<file path="config.mk">
export PLATFORM = sky130hd
export DESIGN_NAME = fifo_s8_s1_rd
export DESIGN_NICKNAME = d
export VERILOG_FILES = /design/src/rtl/fifo_s8_s1_rd.sv
export SDC_FILE = /design/constraint.sdc
export NUM_CORES = 2
export LEC_CHECK = 0
export CAP_MARGIN = 20
export CELL_PAD_IN_SITES_DETAIL_PLACEMENT = 1
export CELL_PAD_IN_SITES_GLOBAL_PLACEMENT = 1
export CORE_ASPECT_RATIO = 1.2
export CORE_MARGIN = 2
export CORE_UTILIZATION = 45
export DETAILED_ROUTE_END_ITERATION = 12
export PLACE_DENSITY = 0.75
export SLEW_MARGIN = 20
export SYNTH_ARGS = -nofsm -noshare
export SYNTH_HDL_FRONTEND = slang
export SYNTH_SLANG_ARGS = --single-unit
</file>
<file path="constraint.sdc">
create_clock -name CLK -period 6.7 [get_ports CLK]
set_input_delay 1.34 -clock CLK [delete_from_list [all_inputs] [get_ports CLK]]
set_output_delay 1.34 -clock CLK [all_outputs]
set_load 0.05 [all_outputs]
</file>
<file path="src/rtl/fifo_s8_s1_rd.sv">
// Byte-in, bit-out FIFO: 512 x 8 write port, 4096 x 1 read port, registered read bit.
// MSB_FIRST selects whether each byte is read out bit 0..7 or bit 7..0.
module fifo_s8_s1_rd #(
  parameter int MSB_FIRST = 0
) (
  input  logic        CLK,
  input  logic        RST,
  input  logic [7:0]  DI,
  input  logic        WE,
  output logic        FULL,
  input  logic        RE,
  output logic        DO,
  output logic        DO_VALID,
  output logic        EMPTY,
  output logic [12:0] BIT_COUNT,
  output logic        OVF,
  output logic        UDF
);

  logic [7:0]  mem [0:511];
  logic [8:0]  wr_ptr;
  logic [11:0] rd_ptr;
  logic        wr_ok;
  logic        rd_ok;
  logic [2:0]  bit_sel;
  logic [7:0]  rd_byte;
  logic [12:0] count_nxt;

  // Acceptance uses the registered flags, so a simultaneous write and read see pre-edge state.
  assign wr_ok   = WE & ~FULL;
  assign rd_ok   = RE & ~EMPTY;
  assign bit_sel = (MSB_FIRST != 0) ? ~rd_ptr[2:0] : rd_ptr[2:0];
  assign rd_byte = mem[rd_ptr[11:3]];

  // NOTE: assign a default before the case so every path drives count_nxt and no latch is inferred.
  always_comb begin
    count_nxt = BIT_COUNT;
    case ({wr_ok, rd_ok})
      2'b10:   count_nxt = BIT_COUNT + 13'd8;
      2'b01:   count_nxt = BIT_COUNT - 13'd1;
      2'b11:   count_nxt = BIT_COUNT + 13'd7;
      default: count_nxt = BIT_COUNT;
    endcase
  end

  // NOTE: storage is deliberately not reset; after reset the count is zero, so stale bytes can never be read.
  always_ff @(posedge CLK) begin
    if (wr_ok && !RST) begin
      mem[wr_ptr] <= DI;
    end
  end

  // NOTE: all state updates use non-blocking assignment so every register samples pre-edge values.
  always_ff @(posedge CLK) begin
    if (RST) begin
      wr_ptr    <= '0;
      rd_ptr    <= '0;
      BIT_COUNT <= '0;
      FULL      <= 1'b0;
      EMPTY     <= 1'b1;
      DO        <= 1'b0;
      DO_VALID  <= 1'b0;
      OVF       <= 1'b0;
      UDF       <= 1'b0;
    end else begin
      if (wr_ok) begin
        wr_ptr <= wr_ptr + 9'd1;
      end
      if (rd_ok) begin
        rd_ptr <= rd_ptr + 12'd1;
        DO     <= rd_byte[bit_sel];
      end
      DO_VALID  <= rd_ok;
      OVF       <= WE & FULL;
      UDF       <= RE & EMPTY;
      BIT_COUNT <= count_nxt;
      // A margin of 8 free bits keeps the byte under partial read from being overwritten.
      FULL      <= (count_nxt > 13'd4088);
      EMPTY     <= (count_nxt == 13'd0);
    end
  end

endmodule

</file>
# ---- Word level (Yosys, flattened, before mapping)
# Memories as Yosys holds them, arrays and structs flattened. A register that Yosys moved wholly into a read port is not among the register bits.
# Cells that the tools add are included.
# Widths: inputs -> output; s select.
dict set report totals {
  reg_bits 40
  out_inout_bits 19
  latch_bits 0
  mem_bits_ro 0
  mem_bits_rw 4096
  n_memories 1
  in_bits 12
  wordCells 36
}
dict set report classes {
  bitwise_logic 6
  order_cmp 2
  div 0
  shift 0
  muxes 7
  n_mul 0
  reduce_logical 3
  eq_ne 3
  addsub 5
}
# memory depth width read_ports rd_clocked_by_memory_dff wr line
set memory_table {}
lappend memory_table {mem 512 8 1 1 1 20} ;# logic [7:0] mem [0:511];
# operator count
set ops {}
lappend ops {{$pmux 13 s3} 1}
lappend ops {{$mux 9} 2}
lappend ops {{$add 13x3->13 const B} 1}
lappend ops {{$add 13x4->13 const B} 1}
lappend ops {{$gt 13x12->1 const B} 1}
lappend ops {{$logic_not 13->1} 1}
lappend ops {{$sub 13x1->13 const B} 1}
lappend ops {{$add 12x1->12 const B} 1}
lappend ops {{$add 9x1->9 const B} 1}
lappend ops {{$and 1x1->1} 4}
lappend ops {{$eq 2x2->1 const B} 2}
lappend ops {{$lt 3x4->1 const B} 1}
lappend ops {{$bmux 1 s3} 1}
lappend ops {{$mux 1} 3}
lappend ops {{$eq 2x1->1 const B} 1}
lappend ops {{$not 1->1} 2}
lappend ops {{$logic_and 1x1->1} 1}
lappend ops {{$logic_not 1->1} 1}

# ---- Logic depth before layout (Yosys ltp)
dict set report logic_depth {
  depth_word 5
  ltp_mapped 16
  ltp_nobuf 12
}

# ---- Least setup slack after synthesis
# No wires, ideal clock.
dict set report synth_path {
  kind {input port to flip-flop}
  from {input RE}
  to {register EMPTY}
  arrival_ps 4246
  setup_ps 116
  path_stages 13
  slack_ps 2338
  n_path_buf 2
  t_required_ps 6584
  cell_sequence {nor2b_1 > clkbuf_1 > buf_1 > nand2_1 > ha_1 > and2_1 > a22o_1 > a311o_1 > a31oi_1 > mux2i_1 > nor2_1 > xor2_1 > a31o_2}
}
dict set report synth_via {
  elab_chain_cells 4
  elab_cells_between_ends 6
  cone_classes {3 x eq/ne; 1 x mux; 1 x bitwise; 1 x reduce/logical}
}
# item line
set synth_rtl {}
lappend synth_rtl {{start: declaration} 11} ;# input logic RE,
lappend synth_rtl {{$and 1x1->1 (*)} 31} ;# assign rd_ok = RE & ~EMPTY;
lappend synth_rtl {{$eq 2x2->1 or $eq 2x1->1 (tied branches)} 38} ;# case ({wr_ok, rd_ok})
lappend synth_rtl {{$pmux 13 s3 (*)} 38}
lappend synth_rtl {{$logic_not 13->1 (*)} 79} ;# EMPTY <= (count_nxt == 13'd0);
lappend synth_rtl {{end signal: assignment} 79}
lappend synth_rtl {{end: declaration} 14} ;# output logic EMPTY,
# Every way passes the cells marked *; elsewhere a longest branch is shown, timed or not.
# A chain may end at the register's enable or synchronous reset.

==> impl_metrics.toml <==
[outcome]
status = "completed"

[floorplan]
die_h_um = 658
core_area_um2 = 355000
ios = 31
num_rows = 240
start_util_pct = 45.1
die-area_um2 = 361000
die_x_um = 549

[grt]
grt_pass1_vias = 85000
antenna_found_initial = 19
grt.total_usage_pct = 25.7
grt_pass1_wl_um = 661000
grt_overflow = 0
grt_max_degree = 195

[drt]
drt_wl_total_um = 466000
post_drt_wl_per_cell_um = 36.9
dr.pass1.iters = 6
ant_nets = 0
drc = 0
via_count = 81000
vias_per_cell = 6.41
drt_iter0_markers = 11100

[synth]
yosys-top-cells-count = "edfxtp_1, mux4_2, nor2_1, a22oi_1, clkbuf_1"
synth_flop_cell = "edfxtp_1"
ys_warn_count = 0
syn_nets = 7508
yosysUniqueCellTypes = 74
synth_most_common_cell = "edfxtp_1"
yosys-top-cells-area = "edfxtp_1, mux4_2, nor2_1"
synth_edf_count = 4096
yosysSeqAreaShare_pct = 77.4
synth_top_area_share_pct = 76.8
netlist_instances = 7479
ys_seq_elements = 4145
netlist.top_cell.by_area = "edfxtp_1"
synth.cell_area_um2 = 160000
avgSynthCellArea_um2 = 21.4
async_reset_ff_share_pct = 0

[cts]
cts_tree = "yes"
cts_buffer_depth = 4
cts_sinks = 4145
cts_resized = 0
clock-root-buffer = "clkbuf_16"
post_cts_buffers = 0
insertion_delay_ns = 0.93
cts_hold_buf = 0
cts_buffers = 377
cts.clk_slew.worst_paths_ns = 0.07
htree_num_levels = 5

[hold_path]
min_from = "FULL"
hold_depth = 2
min_to = "OVF"
hp-class = "flip-flop to flip-flop"

[power]
ir_drop_mv = 0.221
p_leak_nw = 52.2
combPwrFrac_pct = 2.3
powerDensity_nw_per_um2 = 287
intPower_mw = 40.4
power_frac_seq_pct = 56.0
pwr-share-clk_pct = 41.8
power_mw = 51.1
swShare_pct = 20.8
p_switching_mw = 10.6

[finish]
syn2layout_area_growth_pct = 11.1
layout.nets = 7634
n_fill_cell = 31200
layout-drive-gt1-share_pct = 22.5
stdcell_count = 12600

[sta]
setup_viol = 0
clock.fmax_mhz = 182
whs_ns = 0.478
drv_slew = 0
final.setup.tns_ns = 0
period_minus_slack_ns = 5.48
final_hold_viol_count = 0
max_slew.worst_pin.slew_ns = 1.29
finClkSkew_ns = 0.0603
rsz0062_at_grt = "no"
layout_setup_ws_ns = 1.22
slew_headroom_pct = 13.9
finalCritPeriodShare_pct = 81.9

[placed_design]
place.gp.congestion = 0.884
portBuffers = 30
placed_cells = 11900
hpwl_um = 283000
pre_cts_ws_ns = 1.20

[critical_path]
crit_chain = "buf_12 -> buf_4 -> buf_4 -> mux4_2 -> mux4_2 -> o22ai_1 -> o41ai_1 -> a31oi_1 -> or4_1 -> and3_1 -> o211ai_1"
required_ns = 7.56
cp_slowest_cell = "dfxtp_4"
cp-start-kind = "flip-flop"
cp_top_family = "compound AO/OA/AOI/OAI gates"
r2r_cells = 11
critPathBufInv = 3
worstSetupEndpointType = "flip-flop"
cp_slowest_stage_delay_ns = 0.97
timing.rr.end = "DO"
cp_max_fo = 65
cp.arrival_ns = 6.34
ff2ff_setup_slack_ns = 1.22
critPathKind = "flip-flop to flip-flop"

[job]
cap_violations = 0
## worst max-delay path by stage
stage              start    end  slack, ns  cells past startpoint
6_report       flip-flop     DO       1.22                     11
5_1_grt        flip-flop     DO       1.19                      9
4_1_cts        flip-flop     DO       1.26                     11
3_5_place_dp          WE  EMPTY       1.20                     13
3_3_place_gp          WE   FULL       1.07                     13
2_1_floorplan         RE  EMPTY       2.34                     13
## sequential cells by signal, indices dropped and copies added (netlist names), named ones only
| register | count |
|---|---|
| DO_VALID | 1 |
| DO | 1 |
| EMPTY | 1 |
| UDF | 1 |
| rd_ptr | 12 |
| FULL | 1 |
| mem | 4096 |
| OVF | 1 |
| BIT_COUNT | 13 |
| wr_ptr | 9 |
## per-layer routing
layer  share of wire, %  GRT usage (%)
met1                 35           32.6
met2                 50           42.6
met5              0.018              0
met3                9.2           4.72
met4                5.8           12.9
## final cells by class
type                            count  area, µm²  area share, %
Antenna cell                        8       20.0         0.0112
Clock buffer                      458       9830           5.52
Clock inverter                    223       2040           1.14
Inverter                           15       56.3         0.0316
Multi-Input combinational cell   2852      33800           19.0
Sequential cell                  4145     124000           69.6
Tap cell                         4719       5900           3.32
Timing Repair Buffer              214       2370           1.33
## cell families after synthesis
group,after synthesis,synth area share [%]
DFF,4145,77.4
adders and majority gates,17,0.133
and+or+nand+nor,904,2.41
xor gates and xnor gates,33,0.180
muxes,1192,15.1
AOI/OAI and AO/OA,706,3.15
buffers and inverters,482,1.64
## cell usage in the layout (no fill, tap or decap), types with 30 or more instances in the layout
cell type  count
nand2_1      102
a211oi_1      60
clkbuf_16    381
a221oi_1      44
a22oi_1      237
bufinv_16     31
o22ai_1      110
clkinv_2      65
clkinv_1      75
buf_4        132
a21oi_1       90
buf_12        52
a22o_1        45
edfxtp_1    4096
nand3_1       39
mux2i_1      185
mux2_2        30
mux4_2       976
clkbuf_1      76
nor2_1       583
dfxtp_1       43
## power by group through the flow
stage | Sequential, mW | Combinational (mW) | Clock, mW
after floorplan | 29.2 | 0.313 | 0
after global placement | 29.1 | 1.12 | 0
after detailed placement | 29.1 | 1.14 | 0
after CTS | 28.6 | 1.14 | 21.5
after global routing | 28.6 | 1.22 | 22.3
final | 28.6 | 1.16 | 21.3
## per-stage QoR
step                cell area (µm²)  utilization (%)
finish                       178000             50.1
global route                 178000             50.1
CTS                          178000             50.1
detailed placement           166000             46.8
global placement             166000             46.8
floorplan                    160000                -
## worst register-to-register path: cells and delay by family, from the launching register on
| family | cells | cell delay (ns) |
|---|---|---|
| DFF | 1 | 0.97 |
| and+or+nand+nor | 2 | 0.77 |
| AOI/OAI and AO/OA | 4 | 1.54 |
| buffers and inverters | 3 | 1.51 |
| muxes | 2 | 0.61 |
(Power assumes the default switching activity.)
